===== config.mk =====
export PLATFORM = sky130hd
export DESIGN_NAME = ram_sync_dp_be
export DESIGN_NICKNAME = d
export VERILOG_FILES = /design/src/rtl/ram_sync_dp_be.sv
export SDC_FILE = /design/constraint.sdc
export NUM_CORES = 1
export LEC_CHECK = 0
export ABC_AREA = 0
export CAP_MARGIN = 30
export CELL_PAD_IN_SITES_DETAIL_PLACEMENT = 0
export CELL_PAD_IN_SITES_GLOBAL_PLACEMENT = 1
export CORE_UTILIZATION = 50
export DETAILED_ROUTE_END_ITERATION = 12
export PLACE_DENSITY_LB_ADDON = 0.08
export SLEW_MARGIN = 20
export SYNTH_ARGS = -nofsm -noshare
export SYNTH_HDL_FRONTEND = slang
export SYNTH_SLANG_ARGS = --single-unit

===== constraint.sdc =====
create_clock -name clock -period 1.95 [get_ports clock]
set_input_delay 0.39 -clock clock [delete_from_list [all_inputs] [get_ports clock]]
set_output_delay 0.39 -clock clock [all_outputs]
set_load 0.05 [all_outputs]

===== src/rtl/ram_sync_dp_be.sv =====
// ram_sync_dp_be: simple dual-port synchronous RAM with byte-enabled writes,
// a separate read port with a rd_valid strobe, selectable read latency and
// read-during-write behaviour, and a clear engine that zeroes the array
// after reset.
//
// Optional feature macro: RAM_SYNC_DP_PARITY_EN. When it is defined, the
// array stores one even-parity bit per byte and reports read mismatches on
// rd_perr. When it is undefined, rd_perr is tied low and wr_perr_inj is
// ignored.
//
// Ports:
//   clock        rising-edge clock
//   reset_n      asynchronous active-low reset
//   wr_en        write request
//   wr_addr      write address
//   wr_data      write data
//   wr_be        byte enables; bit i covers wr_data[8i+7:8i]
//   rd_en        read request
//   rd_addr      read address
//   rd_data      registered read data; holds its value between results
//   rd_valid     single-cycle pulse marking a new rd_data result
//   init_busy    clear engine active; requests are ignored
//   rd_perr      parity error on the current read (parity builds only)
//   wr_perr_inj  store inverted byte-0 parity on this write (parity builds only)
module ram_sync_dp_be #(
  parameter int unsigned AWIDTH         = 3,
  parameter int unsigned DWIDTH         = 32,
  parameter int unsigned RD_LATENCY     = 1,
  parameter int unsigned RDW_MODE       = 0,
  parameter int unsigned CLEAR_ON_RESET = 1
) (
  input  logic                    clock,
  input  logic                    reset_n,
  input  logic                    wr_en,
  input  logic [AWIDTH-1:0]       wr_addr,
  input  logic [DWIDTH-1:0]       wr_data,
  input  logic [(DWIDTH/8)-1:0]   wr_be,
  input  logic                    rd_en,
  input  logic [AWIDTH-1:0]       rd_addr,
  output logic [DWIDTH-1:0]       rd_data,
  output logic                    rd_valid,
  output logic                    init_busy,
  output logic                    rd_perr,
  input  logic                    wr_perr_inj
);

  localparam int unsigned DEPTH  = 1 << AWIDTH;
  localparam int unsigned NBYTES = DWIDTH / 8;

  // Reject illegal configurations at elaboration.
  generate
    if (RD_LATENCY != 1 && RD_LATENCY != 2) begin : g_bad_latency
      $error("ram_sync_dp_be: RD_LATENCY must be 1 or 2");
    end
    if (DWIDTH == 0 || (DWIDTH % 8) != 0) begin : g_bad_dwidth
      $error("ram_sync_dp_be: DWIDTH must be a non-zero multiple of 8");
    end
  endgenerate

  typedef enum logic {
    ST_CLEAR = 1'b0,
    ST_RUN   = 1'b1
  } state_e;

  state_e              state_q, state_d;
  logic [AWIDTH-1:0]   cnt_q, cnt_d;
  logic                init_busy_q, init_busy_d;

  logic [DWIDTH-1:0]   mem_q [DEPTH];

  // Single array write port shared by the clear engine and the user port.
  logic                mem_we_c;
  logic [AWIDTH-1:0]   mem_waddr_c;
  logic [DWIDTH-1:0]   mem_wdata_c;
  logic [NBYTES-1:0]   mem_wbe_c;

  logic                rd_fire_c;
  logic                collide_c;
  logic [DWIDTH-1:0]   rd_word_c;
  logic                rd_perr_c;

  logic                rd_valid_q, rd_valid_d;
  logic [DWIDTH-1:0]   rd_data_q, rd_data_d;
  logic                rd_perr_q, rd_perr_d;

  // Clear engine next state and array write-port selection.
  always_comb begin
    state_d     = state_q;
    cnt_d       = cnt_q;
    mem_we_c    = 1'b0;
    mem_waddr_c = wr_addr;
    mem_wdata_c = wr_data;
    mem_wbe_c   = wr_be;
    rd_fire_c   = 1'b0;
    case (state_q)
      ST_CLEAR: begin
        mem_we_c    = 1'b1;
        mem_waddr_c = cnt_q;
        mem_wdata_c = '0;
        mem_wbe_c   = '1;
        cnt_d       = cnt_q + AWIDTH'(1);
        if (cnt_q == AWIDTH'(DEPTH - 1)) begin
          state_d = ST_RUN;
        end
      end
      ST_RUN: begin
        mem_we_c  = wr_en;
        rd_fire_c = rd_en;
      end
      default: state_d = ST_RUN;
    endcase
    init_busy_d = (state_d == ST_CLEAR);
  end

  // Array write: only enabled byte lanes are touched.
  always_ff @(posedge clock) begin
    if (mem_we_c) begin
      for (int i = 0; i < int'(NBYTES); i++) begin
        if (mem_wbe_c[i]) begin
          mem_q[mem_waddr_c][8*i +: 8] <= mem_wdata_c[8*i +: 8];
        end
      end
    end
  end

  // Read word at the sampling edge; write-through merges the concurrent write.
  always_comb begin
    collide_c = (RDW_MODE == 1) && mem_we_c && (mem_waddr_c == rd_addr);
    rd_word_c = mem_q[rd_addr];
    if (collide_c) begin
      for (int i = 0; i < int'(NBYTES); i++) begin
        if (mem_wbe_c[i]) begin
          rd_word_c[8*i +: 8] = mem_wdata_c[8*i +: 8];
        end
      end
    end
  end

`ifdef RAM_SYNC_DP_PARITY_EN
  logic [NBYTES-1:0]   par_q [DEPTH];
  logic [NBYTES-1:0]   mem_wpar_c;
  logic [NBYTES-1:0]   rd_par_c;

  // Even parity per lane; injection flips lane 0 of a user write only.
  always_comb begin
    mem_wpar_c = '0;
    for (int i = 0; i < int'(NBYTES); i++) begin
      mem_wpar_c[i] = ^mem_wdata_c[8*i +: 8];
    end
    if (state_q == ST_RUN && wr_perr_inj) begin
      mem_wpar_c[0] = ~mem_wpar_c[0];
    end
  end

  always_ff @(posedge clock) begin
    if (mem_we_c) begin
      for (int i = 0; i < int'(NBYTES); i++) begin
        if (mem_wbe_c[i]) begin
          par_q[mem_waddr_c][i] <= mem_wpar_c[i];
        end
      end
    end
  end

  // Parity follows the same read-old / write-through choice as the data.
  always_comb begin
    rd_par_c = par_q[rd_addr];
    if (collide_c) begin
      for (int i = 0; i < int'(NBYTES); i++) begin
        if (mem_wbe_c[i]) begin
          rd_par_c[i] = mem_wpar_c[i];
        end
      end
    end
    rd_perr_c = 1'b0;
    for (int i = 0; i < int'(NBYTES); i++) begin
      rd_perr_c = rd_perr_c | (rd_par_c[i] ^ (^rd_word_c[8*i +: 8]));
    end
  end
`else
  logic unused_perr_inj;
  assign unused_perr_inj = wr_perr_inj;
  assign rd_perr_c       = 1'b0;
`endif

  // Read pipeline: the word is captured at the sampling edge, so later
  // writes cannot affect a read already in flight.
  generate
    if (RD_LATENCY == 1) begin : g_lat1
      always_comb begin
        rd_valid_d = rd_fire_c;
        rd_data_d  = rd_fire_c ? rd_word_c : rd_data_q;
        rd_perr_d  = rd_fire_c & rd_perr_c;
      end
    end else begin : g_lat2
      logic              s1_valid_q, s1_valid_d;
      logic [DWIDTH-1:0] s1_data_q, s1_data_d;
      logic              s1_perr_q, s1_perr_d;

      always_comb begin
        s1_valid_d = rd_fire_c;
        s1_data_d  = rd_fire_c ? rd_word_c : s1_data_q;
        s1_perr_d  = rd_fire_c & rd_perr_c;
        rd_valid_d = s1_valid_q;
        rd_data_d  = s1_valid_q ? s1_data_q : rd_data_q;
        rd_perr_d  = s1_valid_q & s1_perr_q;
      end

      always_ff @(posedge clock or negedge reset_n) begin
        if (!reset_n) begin
          s1_valid_q <= 1'b0;
          s1_data_q  <= '0;
          s1_perr_q  <= 1'b0;
        end else begin
          s1_valid_q <= s1_valid_d;
          s1_data_q  <= s1_data_d;
          s1_perr_q  <= s1_perr_d;
        end
      end
    end
  endgenerate

  // Control and output registers.
  always_ff @(posedge clock or negedge reset_n) begin
    if (!reset_n) begin
      state_q     <= (CLEAR_ON_RESET != 0) ? ST_CLEAR : ST_RUN;
      cnt_q       <= '0;
      init_busy_q <= (CLEAR_ON_RESET != 0);
      rd_valid_q  <= 1'b0;
      rd_data_q   <= '0;
      rd_perr_q   <= 1'b0;
    end else begin
      state_q     <= state_d;
      cnt_q       <= cnt_d;
      init_busy_q <= init_busy_d;
      rd_valid_q  <= rd_valid_d;
      rd_data_q   <= rd_data_d;
      rd_perr_q   <= rd_perr_d;
    end
  end

  assign rd_data   = rd_data_q;
  assign rd_valid  = rd_valid_q;
  assign rd_perr   = rd_perr_q;
  assign init_busy = init_busy_q;

endmodule


==> results by group <==
Synth
  – Seq/Total Area, Yosys: 73.1%
  – Syn Area/Cell: around 17 um^2
  – Post-synthesis cell area: 11800 um^2
  – Post-synthesis sequential element count: 294
  – Count of mapped cells out of synthesis: a little under 700
  – Synth cell types: 30
  – Yosys warns: 0
  – Syn_nets: 739

STA
  – Clock Skews: 0.00896 ns
  – Final TNS setup: 0 ns
  – Tcrit/Tclk final: between 90% and 100%
  – Final min period: 1.86 ns
  – RSZ-0062 raised after global routing: no
  – Final setup viols: 0
  – Worst slew pin tran: 0.804 ns
  – Post-route setup slack: 0.0877 ns
  – Relative slew margins: 46.4%
  – FMAX: between 500 and 600 MHz
  – Final hold violations: 0
  – WHS: ~0.4 ns
  – Max Slew Vio Count: 0

CTS
  – Root Driver: clkbuf_16
  – # clock sinks: 294
  – CTS buffer count: 29
  – CTS max path bufs: 3
  – Clock Latency Late Sink: ~0.53 ns
  – CTS tree: yes
  – H-tree lvl count: 1
  – Clk pin slew, worst setup/hold paths: 0.06 ns

Drt
  – Vias/cell: 5.42
  – Total number of vias: roughly 6200
  – Drt wl/cell: ~21 um
  – Total Wirelength: 24300 um
  – Post-DRT Antenna Nets: 0
  – Iter 0 DRT Violations: around 300
  – DRC viols: 0
  – Drt first pass iters: 4

Outcome
  – Status: finished clean

Setup path
  – Setup Crit Path Kind: register to register
  – Crit. End Element: register
  – WP data arrival: 2.03 ns
  – Reg2Reg Depth: 3
  – Crit path max fanout: 12
  – Setup crit start kind: register
  – Req. time, crit path: 2.12 ns

Final layout
  – Fillers: 1726
  – Layout cells sized above 1: 28.6%
  – Final #Nets: approximately 860
  – Final instance area: 14200 um^2
  – Non-Filler Instances: 1146
  – Synth-to-layout area growth: 20.2%

Floorplanning
  – I/O pin cnt: 82
  – Die Area: around 24000 um^2
  – Die X: 156 um
  – Die height: 156 um
  – Core area: 22900 um^2
  – Initial Util: 51.6%
  – FP Rows: 55

GRT
  – GR Overflow Total: 0
  – Global-route wire length before repair: 36900 um
  – Vias in the first global route: 6471
  – GR Util All Layers: about a fifth
  – Initial antenna violation count: 1
  – Pin count of the biggest net entering global routing: 52

Placed design
  – I/O Buffers: 79
  – Place WS: -0.532 ns
  – HPWL Detailed: 15600 um
  – Routability cong.: 0.779
  – Placed inst area: 13200 um^2
  – Dpl cells: 1091

Pwr
  – Power Density: 984 nW/um^2
  – Worst vdd ir: 749 uV
  – Leakage: 0.00508 uW

Job
  – Max_cap viols: 0

Hold path
  – Hold Crit Class: input pin to async pin
==> synthesized netlist by cell type, drive strengths merged <==
master / instances / share of area [%]
ha: 2 / 0.21
mux2: 66 / 6.3
and3b: 1 / 0.074
o31ai: 32 / 3.3
inv: 4 / 0.13
clkbuf: 19 / 0.60
buf: 21 / 1.9
a22oi: 1 / 0.064
dfstp: 1 / 0.22
nand2: 35 / 1.1
a32oi: 2 / 0.15
dfrtp: 37 / 7.8
o22ai: 32 / 1.7
xnor2: 1 / 0.074
nor2: 37 / 1.2
a22o: 32 / 2.4
and2: 32 / 1.7
a21oi: 8 / 0.34
and3: 1 / 0.053
nand2b: 1 / 0.053
nor2b: 3 / 0.16
conb: 1 / 0.032
edfxtp: 256 / 65
a2bb2oi: 1 / 0.074
mux2i: 64 / 5.4
==> worst max-delay path, stage by stage (launching register included) <==
cell and delay [ns]:
dfrtp_2 0.47, and3b_1 0.34, a21oi_1 0.23, nor2_2 0.47
==> layout make-up <==
class,count,area (um^2),share of cell area [%]
Timing Repair Buffer,129,1210,8.54
Tap cell,313,392,2.76
Clock buffer,38,800,5.63
Inverter,4,15.0,0.106
Multi-Input combinational cell,352,2950,20.8
Sequential cell,294,8640,60.8
Antenna cell,1,2.50,0.0176
Clock inverter,15,196,1.38
==> final timing paths <==
kind	slack, ns	to	from
hold / removal	0.39	rd_valid	reset_n
setup reg to reg	0.09	mem_q[4][24]	state_q
setup / recovery	0.09	mem_q[4][24]	state_q
hold reg to reg	0.48	rd_data[23]	rd_data[23]
max in group asynchronous	0.94	init_busy	reset_n
min in group clock	0.48	rd_data[23]	rd_data[23]
==> registers in the layout, summed over array words and instances (netlist names) <==
| name | flops |
|---|---|
| init_busy | 1 |
| rd_valid | 1 |
| state_q | 1 |
| cnt_q | 3 |
| mem_q | 256 |
| rd_data | 32 |
==> metrics by stage <==
stage,util (%),power [uW]
3_3_place_gp,57.4,8360
5_1_grt,62.0,14400
4_1_cts,61.9,14100
3_5_place_dp,57.4,8380
6_report,62.0,14000
2_1_floorplan,-,7920
==> power by group <==
group / switching (uW) / total, uW / internal, uW
Combinational: 763 / 1230 / 466
Sequential: 54.6 / 7010 / 6960
Clock: 2210 / 5740 / 3530
Total: 3030 / 14000 / 10900
==> logic make-up (layout without fill, tap and decap cells) <==
family,Yosys count,count (layout),share of synthesized area (%)
flip-flops,294,294,73.1
adder cells (fa/ha/maj),2,2,0.212
AND/OR/NAND/NOR,110,110,4.32
buffers and inverters,44,186,2.58
multiplexers,130,130,11.7
other,1,2,0.0317
AO/OA/AOI/OAI,108,108,8.03
XOR/XNOR,1,1,0.0741
==> layer usage <==
layer | global-route usage (%) | share of wire [%] | vias to the layer above
met5 | 0 | 0 | -
met4 | 4.34 | 1.2 | 0
met3 | 3.08 | 5.2 | 26
met2 | 35.5 | 50 | 147
met1 | 27.7 | 44 | 3124
li1 | - | - | 2915
==> layout by cell type (no fill, tap or decap), drive strengths merged, types with 35 or more instances in the layout <==
| cell type | count |
|---|---|
| buf | 78 |
| clkbuf | 38 |
| clkdlybuf4s50 | 43 |
| dfrtp | 37 |
| edfxtp | 256 |
| mux2 | 66 |
| mux2i | 64 |
| nand2 | 35 |
| nor2 | 37 |
==> repair_timing <==
item                                   in CTS  in global routing
resized for setup                          19                  7
setup endpoints to repair                 135                103
buffers inserted                            0                  0
gates cloned                                0                  0
pin swaps                                   0                  1
endpoints found under the hold margin      17                  0
hold buffers                                1                  0
Power figures use the tool's default switching activity.
